--- src/rtl/uart_pkg.sv ---
// Shared UART definitions: transmitter FSM states and the baud divisor helper.
package uart_pkg;

  typedef enum logic [1:0] {IDLE, START, DATA, STOP} tx_state_t;

  // Clock cycles per bit, truncating.
  function automatic int baud_cnt(input int clk_freq, input int baud);
    return clk_freq / baud;
  endfunction

endpackage

--- src/rtl/uart_tx_fifo.sv ---
// Single-clock byte FIFO feeding the transmitter; show-ahead read of the head entry.
module uart_tx_fifo #(
  parameter int DEPTH = 16
) (
  input  logic                     clk,
  input  logic                     rst,
  input  logic                     push,
  input  logic                     pop,
  input  logic [7:0]               wdata,
  output logic [7:0]               rdata,
  output logic                     full,
  output logic                     empty,
  output logic [$clog2(DEPTH):0]   count
);

  localparam int AW = $clog2(DEPTH);
  localparam int CW = AW + 1;

  logic [7:0]    mem_q [DEPTH];
  logic [AW-1:0] wr_ptr_q, wr_ptr_d;
  logic [AW-1:0] rd_ptr_q, rd_ptr_d;
  logic [CW-1:0] count_q, count_d;
  logic          do_push, do_pop;

  // Push is gated by full alone, so a pop in the same cycle cannot free a slot early.
  assign full    = (count_q == CW'(DEPTH));
  assign empty   = (count_q == '0);
  assign do_push = push && !full;
  assign do_pop  = pop && !empty;
  assign rdata   = mem_q[rd_ptr_q];
  assign count   = count_q;

  always_comb begin
    wr_ptr_d = wr_ptr_q;
    rd_ptr_d = rd_ptr_q;
    count_d  = count_q;
    if (do_push) wr_ptr_d = wr_ptr_q + AW'(1);
    if (do_pop)  rd_ptr_d = rd_ptr_q + AW'(1);
    if (do_push && !do_pop)      count_d = count_q + CW'(1);
    else if (!do_push && do_pop) count_d = count_q - CW'(1);
  end

  always_ff @(posedge clk) begin
    if (rst) begin
      wr_ptr_q <= '0;
      rd_ptr_q <= '0;
      count_q  <= '0;
    end else begin
      wr_ptr_q <= wr_ptr_d;
      rd_ptr_q <= rd_ptr_d;
      count_q  <= count_d;
    end
  end

  always_ff @(posedge clk) begin
    if (do_push) mem_q[wr_ptr_q] <= wdata;
  end

endmodule

--- src/rtl/uart_tx.sv ---
// Buffered 8N1 UART transmitter: FIFO in front of a start/data/stop serialiser.
module uart_tx
  import uart_pkg::*;
#(
  parameter int CLK_FREQ = 100_000_000,
  parameter int BAUD     = 115200,
  parameter int DEPTH    = 16
) (
  input  logic                   clk,
  input  logic                   rst,
  input  logic [7:0]             data_in,
  input  logic                   valid_in,
  output logic                   ready_out,
  output logic                   tx,
  output logic                   busy,
  output logic [$clog2(DEPTH):0] fifo_count
);

  localparam int BC   = baud_cnt(CLK_FREQ, BAUD);
  localparam int CNTW = (BC > 1) ? $clog2(BC) : 1;
  localparam logic [CNTW-1:0] RELOAD = CNTW'(BC - 1);

  tx_state_t       state_q, state_d;
  logic [CNTW-1:0] cnt_q, cnt_d;
  logic [2:0]      bit_idx_q, bit_idx_d;
  logic [7:0]      shift_q, shift_d;
  logic            tx_q, tx_d;
  logic            busy_q, busy_d;
  logic            pop, full, empty;
  logic [7:0]      head;

  uart_tx_fifo #(.DEPTH(DEPTH)) u_fifo (
    .clk   (clk),
    .rst   (rst),
    .push  (valid_in && ready_out),
    .pop   (pop),
    .wdata (data_in),
    .rdata (head),
    .full  (full),
    .empty (empty),
    .count (fifo_count)
  );

  assign ready_out = !full;
  assign tx        = tx_q;
  assign busy      = busy_q;

  always_comb begin
    state_d   = state_q;
    cnt_d     = cnt_q;
    bit_idx_d = bit_idx_q;
    shift_d   = shift_q;
    pop       = 1'b0;
    case (state_q)
      IDLE: begin
        if (!empty) begin
          pop     = 1'b1;
          shift_d = head;
          cnt_d   = RELOAD;
          state_d = START;
        end
      end
      START: begin
        if (cnt_q == '0) begin
          cnt_d     = RELOAD;
          bit_idx_d = 3'd0;
          state_d   = DATA;
        end else begin
          cnt_d = cnt_q - CNTW'(1);
        end
      end
      DATA: begin
        if (cnt_q == '0) begin
          cnt_d = RELOAD;
          if (bit_idx_q == 3'd7) state_d = STOP;
          else                   bit_idx_d = bit_idx_q + 3'd1;
        end else begin
          cnt_d = cnt_q - CNTW'(1);
        end
      end
      STOP: begin
        // Chain straight into the next start bit when more data is waiting.
        if (cnt_q == '0) begin
          if (!empty) begin
            pop     = 1'b1;
            shift_d = head;
            cnt_d   = RELOAD;
            state_d = START;
          end else begin
            state_d = IDLE;
          end
        end else begin
          cnt_d = cnt_q - CNTW'(1);
        end
      end
      default: state_d = IDLE;
    endcase
  end

  // Line and busy are registered from current state, so both trail the FSM by one cycle.
  always_comb begin
    tx_d = 1'b1;
    case (state_q)
      START:   tx_d = 1'b0;
      DATA:    tx_d = shift_q[bit_idx_q];
      default: tx_d = 1'b1;
    endcase
    busy_d = (state_q != IDLE) || (fifo_count != '0);
  end

  always_ff @(posedge clk) begin
    if (rst) begin
      state_q   <= IDLE;
      cnt_q     <= '0;
      bit_idx_q <= 3'd0;
      shift_q   <= 8'h00;
      tx_q      <= 1'b1;
      busy_q    <= 1'b0;
    end else begin
      state_q   <= state_d;
      cnt_q     <= cnt_d;
      bit_idx_q <= bit_idx_d;
      shift_q   <= shift_d;
      tx_q      <= tx_d;
      busy_q    <= busy_d;
    end
  end

endmodule

--- config.mk ---
export PLATFORM = sky130hd
export DESIGN_NAME = uart_tx
export DESIGN_NICKNAME = d
export VERILOG_FILES = /design/src/rtl/uart_pkg.sv /design/src/rtl/uart_tx_fifo.sv /design/src/rtl/uart_tx.sv
export SDC_FILE = /design/constraint.sdc
export NUM_CORES = 1
export LEC_CHECK = 0
export CAP_MARGIN = 20
export CORE_ASPECT_RATIO = 1.2
export CORE_UTILIZATION = 48
export CTS_BUF_LIST = sky130_fd_sc_hd__clkbuf_16
export DETAILED_ROUTE_END_ITERATION = 6
export GPL_ROUTABILITY_DRIVEN = 0
export PLACE_DENSITY = 0.75
export SLEW_MARGIN = 20
export SYNTH_ARGS = -nofsm -noshare
export SYNTH_HDL_FRONTEND = slang
export SYNTH_SLANG_ARGS = --single-unit
--- constraint.sdc ---
create_clock -name clk -period 3.4 [get_ports clk]
set_input_delay 0.34 -clock clk [delete_from_list [all_inputs] [get_ports clk]]
set_output_delay 0.34 -clock clk [all_outputs]
set_load 0.005 [all_outputs]
* After elaboration in Yosys (flattened, before gate mapping)
Memory sizes are Yosys's and may differ from the RTL's. A register that Yosys moved wholly into a read port is not among the register bits. Cells that the tools add are included.
Word-level totals: output and inout bits 8, input bits 11, memories 1, word-level logic and storage cells 80, bits in registers 38, memory bits (writable) 128
Operators by class: multiplexer cells 30, $add $sub $neg 6, $lt $le $gt $ge 1, equality and inequality tests 11, reductions and logical operators 22
Memories:
- u_fifo.mem_q | depth 16, width 8, rd ports 1, clocked after memory_dff 1, wr ports 1, line uart_tx_fifo.sv:19 | logic [7:0] mem_q [DEPTH];
Operators by type and width (number):
- $mux 10 | 3
- $pmux 10 s3 | 1
- $mux 8 | 2
- $pmux 8 s2 | 1
- $ne 2x2->1 const B | 6
- $logic_not 10->1 | 1
- $mux 2 | 5
- $mux 5 | 2
- $sub 10x1->10 const B | 1
- $mux 3 | 3
- $add 4x1->4 const B | 2
- $mux 4 | 2
- $pmux 2 s4 | 1
- $reduce_bool 2->1 | 4
- $mux 1 | 6
- $pmux 3 s2 | 1
- $add 5x1->5 const B | 1
- $eq 5x5->1 const B | 1
- $logic_and 1x1->1 | 5
- $logic_not 5->1 | 1
- $reduce_and 5->1 | 1
- $reduce_bool 5->1 | 1
- $sub 5x1->5 const B | 1
- $eq 2x2->1 const B | 2
- 12 further kinds | 16

* Longest topological paths before layout
depth after elaboration 8, depth in mapped cells 14, gate-level depth less buffers 14

* By module
From an unflattened synthesis, not the netlist that was laid out.
Unflattened totals: cell total of the unflattened synthesis 482, area total of the unflattened synthesis 7239.4 µm²
Modules (own cells, without submodules):
- uart_tx_fifo | area an instance 5715.5 µm², times used 1, sequential area each 4184.0 µm², cells an instance 309
- uart_tx | area an instance 1524.0 µm², times used 1, sequential area each 500.5 µm², cells an instance 173

* Least setup slack after synthesis
Ideal clock, no wire load.
path type reg2reg, start reg cnt_q[0], end reg u_fifo.count_q[4], in the netlist u_fifo.count[4], arrival 2.838 ns, clock period less this slack 2.908 ns, slack 0.492 ns, setup time 0.070 ns, path buffers 0, stages on the path, launching flop included 15, required time 3.330 ns, path through dfxtp_1 > inv_1 > ha_1 > nor4b_2 > a41oi_1 > nor3_2 > inv_1 > ha_1 > inv_1 > ha_1 > a21o_1 > a21oi_1 > xnor2_1 > or3_1 > a21oi_1
On the way: cells in the longest elaborated chain, start to end 7
Ends and longest elaborated chain:
- start: declaration | line uart_tx.sv:24 | logic [CNTW-1:0] cnt_q, cnt_d;
- start signal: assignment | line uart_tx.sv:121 | cnt_q <= cnt_d;
- $logic_not 10->1 (*) | line uart_tx.sv:83 | if (cnt_q == '0) begin
- $mux 1 (*) | line uart_tx.sv:83
- $pmux 1 s2 (*) | line uart_tx.sv:54 | case (state_q)
- $logic_and 1x1->1 (*) | line uart_tx_fifo.sv:29 | assign do_pop = pop && !empty;
- $logic_not 1->1 | line uart_tx_fifo.sv:39 | if (do_push && !do_pop) count_d = count_q + CW'(1);
- $logic_and 1x1->1 | line uart_tx_fifo.sv:39
- $mux 5 or $reduce_bool 2->1 (tied branches)
- end signal: assignment | line uart_tx_fifo.sv:51 | count_q <= count_d;
- end: declaration | line uart_tx_fifo.sv:22 | logic [CW-1:0] count_q, count_d;
Mark *: on every way between the ends. The rest lies on a longest branch, timed or not. A chain may end at the register's enable or synchronous reset.

* Worst setup path in the final report
Ends and elaborated chain as after synthesis.

==> qor_table.md <==
| Stage | Item | This run |
|---|---|---|
| cells and area | Diode count | 0 |
| outcome | Run status | finished, final reports clean |
| synthesis | Number of nets in the synthesized netlist | 488 |
| hold path | Worst min path class | reg2reg |
| synthesis | Share of synthesized flip-flops with an asynchronous set or reset | 0 |
| global route | Global-route total usage across every layer | 0.192 |
| floorplan | Initial Utilization | 0.496 |
| detailed routing | Aggregate routed wire length | 13500 um |
| detailed routing | Antenna Violating Nets Remaining | 0 |
| placement | Number of buffers added on ports | 18 |
| floorplan | Die Footprint | 15400 um2 |
| critical path | R2R Path End | u_fifo.count[4]$_SDFFE_PP0P_ |
| timing | Fin crit share | 0.943 |
| clock network | Clk_lat worst skew | 0.42 ns |
| synthesis | Synth Warn # | 0 |
| global route | Maximum number of pins on one net before global-route repair | 33 |
| placement | Dpl hpwl | 8690 um |
| clock network | Count of H-tree levels built during CTS | 4 |
| hold path | Worst min-delay path endpoint | shift_q[0]$_SDFFE_PP0P_ |
| critical path | Critical path arrival | 3.56 ns |
| timing | Relative slew slack | 0.484 |
| detailed routing | Drt wl/cell | 19.0 um |
| clock network | Clock tree from TritonCTS | done |
| synthesis | #FFs+latches synth | 170 |
| timing | Setup Skew | 0.0107 ns |
| clock network | Clock Root Buffer | clkbuf_16 |
| critical path | Critical path required time | 3.75 ns |
| detailed routing | Post-detailed-route DRC marker count | 0 |
| synthesis | Most frequent cells after synthesis | 128 x edfxtp_1, 42 x dfxtp_1, 37 x nor2_1 |
| clock network | Resized cells post-CTS | 0 |
| cells and area | Final net count | 527 |
| critical path | R2r worst-path depth | 14 |
| detailed routing | First DRT Iteration DRCs | 323 |
| critical path | Startpoint-to-endpoint class of the critical path | reg2reg |
| clock network | Sink Count | 170 |
| critical path | Startpoint Class | flip-flop |
| global route | GRT overflow | 0 |
| power | Power density normalized to cell area | 780 nW/um2 |
| clock network | Hold-fix buffers at CTS | 0 |
| synthesis | Fraction of the yosys area taken by sequential cells | 0.653 |
| hold path | Worst Min Path Start | shift_q[0]$_SDFFE_PP0P_ |
| global route | Global-route wire length before repair | 21600 um |
| timing | Count of final hold-check violations | 0 |
| floorplan | Io pins | 19 |
| clock network | Number of buffers added by the clock tree synthesis step | 17 |
| timing | Worst Max-Slew Pin Slew | 0.772 ns |
| critical path | Startpoint of the worst-slack reg-to-reg timing path | cnt_q[0]$_SDFF_PP0_ |
| synthesis | Area contributors post-synth | edfxtp_1 54%, dfxtp_1 12%, mux4_2 11% |
| synthesis | Average cell area after synthesis | 15.7 um2 |
| clock network | Setup repair bufs after CTS | 0 |
| timing | Final Slew Violations | 0 |
| synthesis | Synthesized netlist cell count | 458 |
| synthesis | Number of library cell types mapped by synthesis | 60 |
| detailed routing | Per-cell via count in the routed design | 5.70 |
| synthesis | Number of enable-type register cells in the synthesized netlist | 128 |
| synthesis | Largest area contributor in the synthesized netlist | edfxtp_1 |
| timing | Final-layout setup total negative slack | 0 ns |
| cells and area | Fraction of layout cells with a size suffix above 1 | 0.198 |
| synthesis | Area share of the leading cell type in the synthesized netlist | 0.535 |
| floorplan | Std-Cell Core Area | 14500 um2 |
| critical path | CP endpoint kind | flip-flop |
| timing | Count of final setup violators | 0 |
| power | Max VDD drop | 0.423 mV |
| clock network | Post-CTS clock slew at the launch and capture registers of the worst setup and hold paths | 0.06 ns |
| hold path | Count of cells along the worst hold path | 1 |
| synthesis | Most used DFF post-synth | edfxtp_1 |
| cells and area | Design Area, Final | 8240 um2 |
| power | Leakage power of the design | 0.00278 uW |
| critical path | Slack of the worst reg-to-reg path | 0.19 ns |
| placement | Placed Instance Area | 7670 um2 |
| global route | Number of global-route vias before repair | 4170 |
| timing | Fin crit period | 3.21 ns |
| critical path | Maximum fanout count along the critical path | 6 |
| global route | Number of antenna violations at the first check in global routing | 0 |
| timing | Maximum clock frequency | 312 MHz |
| detailed routing | Length of the first detailed-routing pass in iterations | 5 |
| cells and area | Fill count | 1092 |
| synthesis | Most numerous cell in the Yosys netlist | edfxtp_1 |
| clock network | Clk buf depth | 2 |
| cells and area | Area delta synth->final | 14.7% |
| timing | Setup repair after global routing missed its margin | false |
| detailed routing | Vias after detailed routing | 4047 |
| run | Max-cap viol count | 0 |
| floorplan | Total number of placement rows | 48 |
| floorplan | Die X | 114 um |
| synthesis | Netlist Area Pre-Place | 7180 um2 |
| floorplan | Die Ht | 136 um |
## registers in the layout, indices dropped and copies added (netlist names), named ones only
signal           cells
bit_idx_q            3
busy                 1
tx                   1
u_fifo.count         5
u_fifo.rd_ptr_q      4
state_q              2
shift_q              8
cnt_q               10
u_fifo.mem_q       128
u_fifo.wr_ptr_q      4
## kinds of logic (layout without fill, tap and decap cells)
family                     after synthesis  after routing  synth area share
AOI/OAI and AO/OA                       76             76            0.0736
xor gates and xnor gates                10             10            0.0122
adders and majority gates               19             19            0.0342
buffers and inverters                   34             86            0.0241
DFF                                    170            170             0.653
muxes                                   49             49             0.128
and+or+nand+nor                        100            100            0.0756
## placed cells by master (no fill, tap or decap), drive strengths merged, types with 4 or more instances in the layout
cell             n
clkinv           6
dfxtp           42
a21oi           28
nor2            37
nor3             8
buf             25
nor2b           12
clkdlybuf4s50   18
clkbuf          17
inv             18
ha              18
a22o            10
o21ai            5
edfxtp         128
nand2b           5
nand2           15
mux2i           14
mux4            34
xnor2            7
a211oi          11
nand4            5
or4              4
## where the power goes
part | switching [uW] | total [uW] | internal [uW]
Combinational | 996 | 1920 | 925
Sequential | 218 | 2650 | 2430
Clock | 772 | 1850 | 1080
## critical path: stages, from the launching register on
cell and delay [ns]:
dfxtp_1 0.36, inv_1 0.11, ha_1 0.20, nor4b_2 0.38
a41oi_1 0.23, nor3_2 0.21, inv_1 0.08, ha_1 0.22
inv_1 0.14, ha_1 0.29, a21o_1 0.20, a21oi_1 0.20
xnor2_1 0.09, or3_1 0.31, a21oi_1 0.13
## layer usage
metal | track usage | up-vias | wire, um
met4 | 0.0797 | 0 | 306
met1 | 0.223 | 2026 | 5440
met2 | 0.342 | 125 | 7100
met3 | 0.0446 | 22 | 655
li1 | - | 1874 | -
met5 | 0 | - | 0
## per-stage QoR
stage / instances / total power (uW) / utilization / worst slack, ns / hold WS [ns]
floorplan: 458 / 4100 / - / 0.492 / 0.439
global placement: 678 / 4510 / 0.530 / 0.499 / 0.461
detailed placement: 678 / 4590 / 0.530 / 0.277 / 0.464
CTS: 710 / 6450 / 0.569 / 0.240 / 0.479
global route: 710 / 6750 / 0.569 / 0.0386 / 0.500
finish: 710 / 6420 / 0.569 / 0.193 / 0.483
## worst max-delay path by stage
stage                        start                      endpoint  slack [ns]  cells past startpoint
6_report       cnt_q[0]$_SDFF_PP0_  u_fifo.count[4]$_SDFFE_PP0P_        0.19                     14
5_1_grt        cnt_q[0]$_SDFF_PP0_  u_fifo.count[4]$_SDFFE_PP0P_        0.04                     14
4_1_cts        cnt_q[0]$_SDFF_PP0_  u_fifo.count[4]$_SDFFE_PP0P_        0.24                     14
3_5_place_dp   cnt_q[0]$_SDFF_PP0_  u_fifo.count[4]$_SDFFE_PP0P_        0.28                     14
3_3_place_gp   cnt_q[0]$_SDFF_PP0_  u_fifo.count[4]$_SDFFE_PP0P_        0.50                     14
2_1_floorplan  cnt_q[0]$_SDFF_PP0_  u_fifo.count[4]$_SDFFE_PP0P_        0.49                     14
## final cells by class
| type | instances | area (um2) | share of cell area |
|---|---|---|---|
| timing repair buffer | 43 | 368 | 0.0447 |
| clock buffer | 17 | 425 | 0.0517 |
| inverter | 11 | 41.3 | 0.00501 |
| clock inverter | 15 | 144 | 0.0175 |
| multi-input combinational | 254 | 2320 | 0.282 |
| sequential | 170 | 4690 | 0.569 |
| tap | 200 | 250 | 0.0304 |
Note: power is estimated with default switching activity, not from simulation.
==> edit 1 (same flow settings) <==
Encoding of `tx_state_t`: now one-hot (4 bits for 4 states).
--- a/src/rtl/uart_pkg.sv
+++ b/src/rtl/uart_pkg.sv
@@ -3,3 +3,3 @@
 
-  typedef enum logic [1:0] {IDLE, START, DATA, STOP} tx_state_t;
+  typedef enum logic [3:0] {IDLE = 4'b0001, START = 4'b0010, DATA = 4'b0100, STOP = 4'b1000} tx_state_t;
 
Behaviour: same outputs for any inputs over 10 cycles, from zero or initial values and one cycle with rst high; not proved beyond that.
==> edit 1 against the original RTL <==
- routed wire length is 2.1% lower
- global-route usage hardly changed
- count of clock-buffer cells in the layout stayed put
- hold slack better by 0.014 ns
- sequential cell count is 2 higher
- final area is 0.61% higher
- power is 5.7% higher
- non-clock buffer count is 13 lower
- cell count is 2.4% lower
- synthesized area is 0.85% higher
- sequential power hardly changed
- clock power is 19% higher
- setup slack worse by 0.056 ns
- critical path type unchanged
- critical endpoint unchanged
- largest cell class unchanged
==> edit 1: results <==
final_layout:
  diodes: 0
  drive_above_1_share_pct: 20.28
  fillCellCount: 1120
  nets: 506
route:
  wirelength_mm: 13.22
  drt_iter0_drc: 259
  vias: 3870
  drtPass1Iterations: 4
  via_per_inst: 5.584
synthesis:
  ys_top_cells_by_area: "edfxtp_1 53%, mux4_2 13%, dfxtp_1 12%, nor2_1 2.9%, ha_1 2.2%"
  syn_inst: 457
  synth_xor_area_share_pct: 1.573
  synth_fa_ha_area_share_pct: 2.523
  synth_warnings: 0
  synth_compound_area_share_pct: 4.908
  synth_cell_type_count: 58
  yosysSeqAreaShare_pct: 65.26
  synth_top_flop_cell: "edfxtp_1"
  async_flop_share_pct: 0
  synthMuxAreaShare_pct: 14.59
  synthTopCellsByCount: "128 x edfxtp_1, 56 x nor2_1, 44 x dfxtp_1"
  synth_nets: 482
  synth_edf_count: 128
power_and_ir_drop:
  power.leakage_nw: 2.748
  ir_drop_mv: 0.3930
placed_design:
  hpwlAfterDp_mm: 9.029
  placed_cell_area_sq_mm: 0.007584
  io_buffers: 18
  dp.cells: 661
  place_ws_ns: 0.03196
grt:
  grt_antenna_before_repair: 0
  grt_pass1_wl_mm: 21.69
  grt_pass1_vias: 4020
  track_usage_pct: 19.25
  grt_max_degree: 33
sta:
  slew_headroom_pct: 40.71
  clock_skew_ns: 0.008051
  final-hold-violation-count: 0
  fmax_mhz: 306.5
setup_path:
  cp_max_fo: 6
  critPathArrivalTime_ns: 3.57
  regToRegSetupSlack_ns: 0.14
  cp_slowest_cell: "or4_4"
  rr_worst_depth: 13
  cp-endpoint: "u_fifo.count[4]"
  crit_start: "cnt_q[6]"
  crit_path_max_incr_delay_ns: 0.59
clock_tree:
  path_clk_slew_ns: 0.06
  htree_levels: 4
  ctsRootBufferMaster: "clkbuf_16"
  clockBufferDepth: 2
worst_hold_path:
  hold_class: "reg -> reg"
  min_path_cells: 2
status:
  outcome: "completed"
-- edit 1: cell count changes in the layout (fill, tap and decap cells not counted), moves of 9 or more --
cell / unedited run / this run
nor2_1: 37 / 56
a21oi_1: 28 / 15
buf_4: 25 / 12
nor2b_1: 12 / 2
a22o_1: 9 / 0
-- edit 1: how the worst min path moves through the flow --
stage                         end  slack, ns          from
2_1_floorplan  u_fifo.mem_q[0][0]       0.44    data_in[0]
3_3_place_gp           shift_q[7]       0.47    shift_q[7]
3_5_place_dp           shift_q[1]       0.48    shift_q[1]
4_1_cts              bit_idx_q[2]       0.50  bit_idx_q[2]
5_1_grt              bit_idx_q[2]       0.52  bit_idx_q[2]
6_report             bit_idx_q[2]       0.50  bit_idx_q[2]
-- edit 1: area by class of cell --
class	instances	area, sq um	area share [%]
inverter	12	45.04	0.5436
tap	200	250.2	3.020
timing repair buffer	30	270.3	3.262
multi-input combinational	248	2317	27.97
sequential	172	4726	57.04
clock inverter	14	251.5	3.035
clock buffer	17	425.4	5.134
-- edit 1: per-layer routing --
metal	global-route usage [%]	share of wire [%]
met5	0	0
met4	8.225	2.0
met3	4.119	2.9
met2	34.24	54
met1	22.53	41
-- edit 1: cell families (layout without fill, tap and decap cells) --
family | Yosys count | after routing
buf+inv | 37 | 73
simple gates | 121 | 121
fa+ha+maj | 14 | 14
compound gates | 47 | 47
mux | 53 | 53
flops | 172 | 172
xor+xnor | 13 | 13
-- edit 1: timing repair --
| item | 4_1_cts | 5_1_grt |
|---|---|---|
| resized for setup | 0 | 4 |
| endpoints found under the setup margin | 0 | 1 |
| setup buffers | 0 | 1 |
-- edit 1: power by group --
group,leakage (nW),internal [mW],switching (mW)
sequential,1.52,2.45,0.206
combinational,0.898,0.956,0.971
clock,0.333,1.44,0.767
==> edit 2 (same flow settings) <==
Without the edit above. Change the parameter `BAUD` from 115200 to 230400.
--- a/src/rtl/uart_tx.sv
+++ b/src/rtl/uart_tx.sv
@@ -5,3 +5,3 @@
   parameter int CLK_FREQ = 100_000_000,
-  parameter int BAUD     = 115200,
+  parameter int BAUD     = 230400,
   parameter int DEPTH    = 16
Check against the original RTL: same outputs for any inputs over 10 cycles, from zero or initial values and one cycle with rst high; that may be too few to reach the edited logic, so the function may still have changed.
==> edit 2 against the original RTL <==
- sequential cell count shrank 1
- power shrank 1.7%
- synthesized area shrank 1.9%
- setup slack gained 0.099 ns
- final area shrank 1.5%
- routed wire length shrank 1.2%
- utilization shrank 0.40 points
- largest cell class unchanged
==> edit 2: results <==
synthesis:
  synth_compound_area_share_pct: 7.145
  synth_cell_type_count: 47
  synthMuxAreaShare_pct: 12.89
  synth_xor_area_share_pct: 1.493
  synth_nets: 480
  synthTopCellsByCount: "128 x edfxtp_1, 41 x dfxtp_1, 36 x nor2_1"
final_layout:
  area_growth_pct: 15.22
  drive_above_1_share_pct: 20.20
  nonClkBufAreaFrac_pct: 4.813
  clock_cell_area_share_pct: 6.773
sta:
  tightestPinTransition_ns: 0.8292
  holdWs_ns: 0.4784
  clock_skew_ns: 0.009310
grt:
  grt_pass1_wl_mm: 21.57
  grt_pass1_vias: 4134
  grt_max_degree: 27
route:
  drt_iter0_drc: 368
  via_per_inst: 5.856
  vias: 3982
  wire_per_inst_um: 19.63
status:
  outcome: "completed"
power_and_ir_drop:
  power.leakage_nw: 2.716
  p_int_mw: 4.358
  ir_drop_mv: 0.3996
placed_design:
  place_ws_ns: 0.09138
  dp.cells: 645
  placed_cell_area_sq_mm: 0.007527
setup_path:
  critPathArrivalTime_ns: 3.47
  cp_slowest_cell: "dfxtp_1"
floorplanning:
  die_area_sq_mm: 0.01516
[edit 2: changes by cell type in the layout (fill, tap and decap cells not counted), moves of 3 or more]
| cell | delta |
|---|---|
| a211oi_1 | -3 |
| a21oi_1 | -3 |
| buf_4 | +3 |
| nand3_1 | +3 |
| nand4_1 | -4 |
| nor2b_1 | -3 |
| o211a_1 | -3 |
| o21ai_0 | +6 |
[edit 2: timing repair]
item / in CTS / in global routing
buffers inserted: 0 / 3
endpoints found under the setup margin: 0 / 2
gates resized for setup: 0 / 2
[edit 2: power groups by stage]
stage	clock network [mW]	registers (mW)	logic, mW
4_1_cts	1.82	2.61	1.84
6_report	1.80	2.61	1.90
3_5_place_dp	0	2.65	1.82
3_3_place_gp	0	2.64	1.77
5_1_grt	1.91	2.65	2.11
2_1_floorplan	0	2.57	1.43
[edit 2: per-layer routing]
layer,GRT usage (%),vias up,share of wire [%]
li1,-,1844,-
met1,22.30,2041,41
met2,34.98,83,54
met3,3.905,14,3.4
met4,7.481,0,1.2
met5,0,-,0
